==> src/rtl/captura_contador_pkg.sv <==
// Shared definitions for the counter-capture stage: capture FSM encoding and default widths.
package captura_contador_pkg;

    typedef enum logic {
        IDLE = 1'b0,
        HOLD = 1'b1
    } cap_state_t;

    localparam int CNT_W_DEF = 4;
    localparam int EXT_W_DEF = 8;

endpackage

==> src/rtl/captura_contador_detector_vuelta.sv <==
// Remembers the previously sampled count and flags wraps (max -> 0) and illegal jumps.
module detector_vuelta #(
    parameter int CNT_W = 4
) (
    input  logic             i_clk,
    input  logic             i_rst,
    input  logic             i_en,
    input  logic [CNT_W-1:0] i_cnt,
    output logic             o_wrap,
    output logic             o_err
);

    logic [CNT_W-1:0] r_prev;
    logic [CNT_W-1:0] w_prev_inc;

    assign w_prev_inc = r_prev + CNT_W'(1);

    // Both flags are pulses, only meaningful while tracking is enabled
    assign o_wrap = i_en && (r_prev == {CNT_W{1'b1}}) && (i_cnt == '0);
    assign o_err  = i_en && (i_cnt != r_prev) && (i_cnt != w_prev_inc);

    always_ff @(posedge i_clk) begin
        if (i_rst)
            r_prev <= '0;
        else if (i_en)
            r_prev <= i_cnt;
    end

endmodule

==> src/rtl/captura_contador.sv <==
// Samples the upstream JK count, extends it with a wrap counter, flags compare matches
// and sequence errors, and freezes snapshots through a request/valid/ack handshake.
module captura_contador
    import captura_contador_pkg::*;
#(
    parameter int CNT_W = CNT_W_DEF,
    parameter int EXT_W = EXT_W_DEF
) (
    input  logic                   C,
    input  logic                   R,
    input  logic [CNT_W-1:0]       CNT,
    input  logic                   EN,
    input  logic [CNT_W+EXT_W-1:0] CMP,
    input  logic                   CAP_REQ,
    input  logic                   CAP_ACK,
    output logic [CNT_W+EXT_W-1:0] FULL,
    output logic                   MATCH,
    output logic [CNT_W+EXT_W-1:0] SNAP,
    output logic                   VALID,
    output logic                   OVR,
    output logic                   ERR
);

    localparam int W = CNT_W + EXT_W;

    logic             w_wrap;
    logic             w_err;
    logic [EXT_W-1:0] w_ext_next;
    logic [W-1:0]     w_full_next;
    logic             w_eq_next;

    logic [EXT_W-1:0] r_ext;
    logic [W-1:0]     r_full;
    logic             r_eq;
    logic             r_match;
    logic             r_err;
    logic [W-1:0]     r_snap;
    logic             r_valid;
    logic             r_ovr;
    cap_state_t       r_state;

    detector_vuelta #(
        .CNT_W (CNT_W)
    ) u_det (
        .i_clk  (C),
        .i_rst  (R),
        .i_en   (EN),
        .i_cnt  (CNT),
        .o_wrap (w_wrap),
        .o_err  (w_err)
    );

    assign w_ext_next  = w_wrap ? r_ext + EXT_W'(1) : r_ext;
    assign w_full_next = EN ? {w_ext_next, CNT} : r_full;
    // Equality as it will be seen after this edge; r_eq holds the previous edge's view,
    // so either a count change or a CMP change can produce the rising edge of equality
    assign w_eq_next   = (w_full_next == CMP);

    always_ff @(posedge C) begin
        if (R) begin
            r_ext  <= '0;
            r_full <= '0;
        end else if (EN) begin
            r_ext  <= w_ext_next;
            r_full <= w_full_next;
        end
    end

    always_ff @(posedge C) begin
        if (R) begin
            r_eq    <= 1'b0;
            r_match <= 1'b0;
        end else begin
            r_eq    <= w_eq_next;
            r_match <= w_eq_next && !r_eq;
        end
    end

    always_ff @(posedge C) begin
        if (R)
            r_err <= 1'b0;
        else if (w_err)
            r_err <= 1'b1;
    end

    // In HOLD an ack with a simultaneous request retires the old snapshot and takes a new one
    always_ff @(posedge C) begin
        if (R) begin
            r_state <= IDLE;
            r_snap  <= '0;
            r_valid <= 1'b0;
            r_ovr   <= 1'b0;
        end else begin
            case (r_state)
                IDLE: begin
                    if (CAP_REQ) begin
                        r_snap  <= w_full_next;
                        r_valid <= 1'b1;
                        r_state <= HOLD;
                    end
                end
                HOLD: begin
                    if (CAP_ACK && CAP_REQ) begin
                        r_snap <= w_full_next;
                    end else if (CAP_ACK) begin
                        r_valid <= 1'b0;
                        r_state <= IDLE;
                    end else if (CAP_REQ) begin
                        r_ovr <= 1'b1;
                    end
                end
                default: r_state <= IDLE;
            endcase
        end
    end

    assign FULL  = r_full;
    assign MATCH = r_match;
    assign SNAP  = r_snap;
    assign VALID = r_valid;
    assign OVR   = r_ovr;
    assign ERR   = r_err;

endmodule

==> config.mk <==
export PLATFORM = sky130hd
export DESIGN_NAME = captura_contador
export DESIGN_NICKNAME = d
export VERILOG_FILES = /design/src/rtl/captura_contador_pkg.sv /design/src/rtl/captura_contador_detector_vuelta.sv /design/src/rtl/captura_contador.sv
export SDC_FILE = /design/constraint.sdc
export NUM_CORES = 1
export LEC_CHECK = 0
export ABC_AREA = 1
export CAP_MARGIN = 20
export CORE_MARGIN = 2
export CORE_UTILIZATION = 40
export CTS_BUF_LIST = sky130_fd_sc_hd__clkbuf_8
export CTS_CLUSTER_SIZE = 16
export DETAILED_ROUTE_END_ITERATION = 10
export PLACE_DENSITY_LB_ADDON = 0.08
export SYNTH_ARGS = -nofsm -noshare
export SYNTH_HDL_FRONTEND = slang
export SYNTH_SLANG_ARGS = --single-unit
==> constraint.sdc <==
create_clock -name C -period 1.43 [get_ports C]
set_input_delay 0.2145 -clock C [delete_from_list [all_inputs] [get_ports C]]
set_output_delay 0.2145 -clock C [all_outputs]
set_load 0.05 [all_outputs]
; Word-level counts from Yosys, hierarchy flattened
; Index checks and enable logic that the tools add are counted.
[totals]
regBits = 42
out_inout_bits = 28
[classes]
add_sub_neg = 2
n_eq_ne = 8
mux = 13
n_bitwise = 3
n_reduce_logical = 11
[ops]
columns = op, n
row1 = two-way mux 12 bit, 3
row2 = one-hot mux 12 bit (2 select lines), 1
row3 = equality test 12 bit, 1
row4 = adder 8 x 1 -> 8 bit (second input constant), 1
row5 = two-way mux 8 bit, 1
row6 = inequality test 4 bit, 2
row7 = logical AND 1 bit, 6
row8 = two-way mux 1 bit, 6
row9 = inequality test 2 bit (second input constant), 3
row10 = adder 4 x 1 -> 4 bit (second input constant), 1
row11 = equality test 4 bit (second input constant), 1
row12 = zero test 4 bit, 1
row13 = one-hot mux 1 bit (2 select lines), 2
row14 = AND reduction 4 bit, 1
row15 = NOT 1 bit, 3
row16 = AND reduction 3 bit, 1
row17 = inequality test 2 x 1 -> 1 bit (second input constant), 1
row18 = AND reduction 2 bit, 1
row19 = zero test 1 bit, 1

; Logic depth before layout (Yosys ltp)
[depth]
ltp_word = 7
ltp_mapped = 15
depth_no_buf = 15

; Modules after synthesis
; Synthesis repeated with hierarchy kept, for this count alone.
[unflattened]
cells_unflattened = 323
hier_area_um2 = 2178.3
[by_module_without_submodules]
columns = module, instances, cells_per_inst, area_per_inst_um2, seq_area_each_um2
row1 = captura_contador, 1, 264, 1834.3, 760.7
row2 = detector_vuelta, 1, 59, 344.1, 80.1

; Least setup slack after synthesis
; OpenSTA, ideal clock, no wires.
[synth_timing]
path_type = flip-flop to flip-flop
startpoint = register u_det.r_prev[0]
endpoint = register r_match, in the netlist MATCH
t_arrival_ps = 1529
required_time_ps = 1368
setup_slack_ps = -161
stages_incl_launch_ff = 16
n_path_buf = 0
period_less_slack_ps = 1591
cell_sequence = dfxtp_1 > ha_1 > nand2_4 > inv_2 > nand2_2 > nor2_8 > nand2_1 > nand2_2 > nand3_2 > nand2_2 > nand2_1 > nand2_1 > nand2_1 > nor2_1 > nand2_1 > nor2_2
[synth_between]
elab_chain_len = 7
[synth_rtl]
columns = element, line_no
row1 = start: declaration, captura_contador_detector_vuelta.sv:13  ; logic [CNT_W-1:0] r_prev;
row2 = start signal: assignment, captura_contador_detector_vuelta.sv:26  ; r_prev <= i_cnt;
row3 = equality test 4 bit, captura_contador_detector_vuelta.sv:19  ; assign o_wrap = i_en && (r_prev == {CNT_W{1'b1}}) && (i_cnt == '0);
row4 = logical AND 1 bit (2 in a row), captura_contador_detector_vuelta.sv:19
row5 = two-way mux 8 bit, captura_contador.sv:53  ; assign w_ext_next = w_wrap ? r_ext + EXT_W'(1) : r_ext;
row6 = two-way mux 12 bit, captura_contador.sv:54  ; assign w_full_next = EN ? {w_ext_next, CNT} : r_full;
row7 = equality test 12 bit, captura_contador.sv:57  ; assign w_eq_next = (w_full_next == CMP);
row8 = logical AND 1 bit, captura_contador.sv:75  ; r_match <= w_eq_next && !r_eq;
row9 = end signal: assignment, captura_contador.sv:75
row10 = end: declaration, captura_contador.sv:35  ; logic r_match;
; No other way between the ends.
; A chain may end at the register's enable or synchronous reset.

; Worst setup path in the final report
[layout_timing]
startpoint = register u_det.r_prev[1]
endpoint = register r_match, in the netlist MATCH
; The elaborated chain is that of the path after synthesis.

==> summary.md <==
| Metric | Value |
|---|---|
| R2R cell count | `15` |
| Routed vias/inst | `4.48` |
| Post-synth top area cell | `dfxtp_1` |
| Nets | `425` |
| Largest net degree at the start of global routing | `22` |
| TritonCTS clock tree | `yes` |
| Final Wtd Congestion | `0.826` |
| Synth Register Bits | `42` |
| Critical Path RT | `1.68 ns` |
| Initial antenna violation count | `0` |
| Core box area | `0.00514 sq mm` |
| RSZ-0062 raised after global routing | `yes` |
| Synth cell count leaders | `nand2_1 (87), inv_1 (44), dfxtp_1 (42)` |
| Initial core utilization | `41.7%` |
| TritonCTS Buffers | `5` |
| LEAKAGE | `1.67 nW` |
| Crit end category | `flip-flop` |
| Detailed Routing Iterations Pass 1 | `4` |
| Synth top area share | `39.2%` |
| Total gr overflow | `0` |
| Run status | `finished with violations` |
| DIE AREA | `0.00596 sq mm` |
| Design area | `0.00345 sq mm` |
| Fin Setup TNS | `-0.858 ns` |
| PnR Total Power | `2.73 mW` |
| Final Critical Period | `1.66 ns` |
| Top area cells in the synthesized netlist | `dfxtp_1 (39%), nand2_1 (15%), inv_1 (7.7%), nor2_1 (5.3%), nand3_1 (4.7%)` |
| Pwr/cell area | `790 mW/mm^2` |
| Distinct cell type count after synthesis | `28` |
| Post-DP Area | `0.00328 sq mm` |
| Max_cap viols | `0` |
| Fraction of registers with async set/reset | `0%` |
| Critical path arrival | `1.91 ns` |
| WL per Instance | `11.4 um` |
| Fmax | `0.603 GHz` |
| Layout Skew | `0.00826 ns` |
| WL final | `5380 um` |
| Sequential share of the synthesized area | `39.2%` |
| Post-DRT Antenna Nets | `0` |
| Number of remaining DRC errors | `0` |
| Fillers | `458` |
| Failing checks | `setup timing` |
| Type of the worst setup path | `flip-flop to flip-flop` |
| Root Buffer | `clkbuf_8` |
| Slew Viols, Final | `0` |
| Total GRT Usage | `19.1%` |
| Syn_nets | `336` |
| Crit share post-route | `116%` |
| Number of synthesized flops with an enable pin | `0` |
| Setup ws final | `-0.227 ns` |
| Critical path fanouts, max | `5` |
| Post-place setup slack | `-0.562 ns` |
| Clock slew at reported path FFs | `0.09 ns` |
| Worst rel slew slack | `80.9%` |
| Mapped Avg Cell Area | `6.85 sq um` |
| Hold Crit Depth | `4` |
| 1st-iter DRT viols | `62` |
| Storage cell area | `848 sq um` |
| Finished Core Util | `67.2%` |
| Post-DP HPWL | `4030 um` |
| Synth Flop Type | `dfxtp_1` |
| Synth warn | `0` |
| Placed Instances | `461` |
| Worst-margin pin slew | `0.286 ns` |
| Cell Rows | `26` |
| Multi-input logic area | `0.00114 sq mm` |
| Die width | `77.2 um` |
| Fin cells | `473` |
| Number of global-route vias before repair | `2018` |
| Vert. Die Dim | `77.2 um` |
| Mapped Cells | `313` |
| Worst min-delay path category | `input port to flip-flop` |
| WHS | `0.372 ns` |
| Ant diodes | `0` |
| Final Setup Violations | `10` |
| Layout cells sized above 1 | `31.5%` |
| Vias post-DR | `2119` |
| Most common cell in the netlist | `nand2_1` |
| Input/output buffers | `48` |
| Hold Fails Final Rpt | `0` |
| Clk sink count | `42` |
| Htree depth | `2` |
| Worst vdd ir | `0.639 mV` |
| Area growth, synth to finish | `61.0%` |
| Later-pin clock latency in the skew report | `0.30 ns` |
| Type of origin of the critical path | `flip-flop` |
| Synthesized area | `0.00214 sq mm` |
| IO Count | `49` |
| Deepest clock path buffer count | `2` |
| First-pass GRT wire length | `9190 um` |
## area by class of cell
class | instances | area share, %
clock buffer | 6 | 2.39
inverter | 48 | 5.22
multi-input combinational | 214 | 33.2
tap | 70 | 2.54
clock inverter | 2 | 0.326
sequential | 42 | 24.6
timing repair buffer | 91 | 31.8
## final timing paths
path | start | endpoint | slack (ns)
worst max-delay path | u_det.r_prev[1]$_SDFFE_PP0P_ | MATCH$_SDFF_PP0_ | -0.23
worst min-delay path | EN | u_det.r_prev[0]$_SDFFE_PP0P_ | 0.37
worst max register to register | u_det.r_prev[1]$_SDFFE_PP0P_ | MATCH$_SDFF_PP0_ | -0.23
worst min register to register | r_eq$_SDFF_PP0_ | MATCH$_SDFF_PP0_ | 0.40
## cell usage in the layout (no fill, tap or decap), drive strengths merged
cell type      instances
clkinv                 1
nor2                  37
clkbuf                 6
clkdlybuf4s50         16
inv                   49
a21oi                 18
ha                     2
xnor2                  5
dfxtp                 42
a31oi                  3
dlymetal6s2s           1
xor2                   3
nand3                 24
or2                    2
o211ai                 5
nand4                  5
nand2                 96
dlygate4sd2            3
nand3b                 4
buf                   71
o21ai                  9
a211oi                 1
## cell families after synthesis
group | synth area share, %
simple gates | 35.7
buf+inv | 11.4
xor+xnor | 3.27
compound gates | 9.28
flops | 39.2
fa+ha+maj | 1.17
## state kept, by name (all words and copies together), names as in the netlist
register	cells
r_eq	1
VALID	1
r_ext	8
FULL	12
MATCH	1
OVR	1
u_det.r_prev	4
SNAP	12
ERR	1
r_state	1
## power by group
| group | switching [mW] | internal, mW | total (mW) |
|---|---|---|---|
| logic | 0.323 | 0.324 | 0.647 |
| registers | 0.0456 | 1.22 | 1.26 |
| clock network | 0.429 | 0.390 | 0.819 |
## per-layer routing
metal  global-route usage, %  up-vias  share of wire, %
li1                        -     1154                 -
met1                    25.4      923                48
met2                    29.6       36                46
met3                    6.00        6               5.7
met4                    5.89        0               1.2
met5                       0        -                 0
## repair_timing
item / CTS / global route
endpoints found under the setup margin: 10 / 16
cloned: 1 / 0
hold buffers: 0 / 0
pin swaps: 4 / 6
buffers inserted: 2 / 1
resized for setup: 15 / 7
## worst max-delay path: stages (launching register included)
cell     delay (ns)
dfxtp_4        0.37
ha_4           0.15
nand2_4        0.06
inv_2          0.06
nand2_4        0.07
nor2_4         0.19
nand2_2        0.09
nand2_2        0.06
nand2_2        0.06
nand2_2        0.07
nand2_1        0.05
nand2_1        0.06
nand3_1        0.06
nor2_1         0.10
nand2_1        0.08
nor2_2         0.07
No activity file was read; power rests on OpenSTA's default activity.
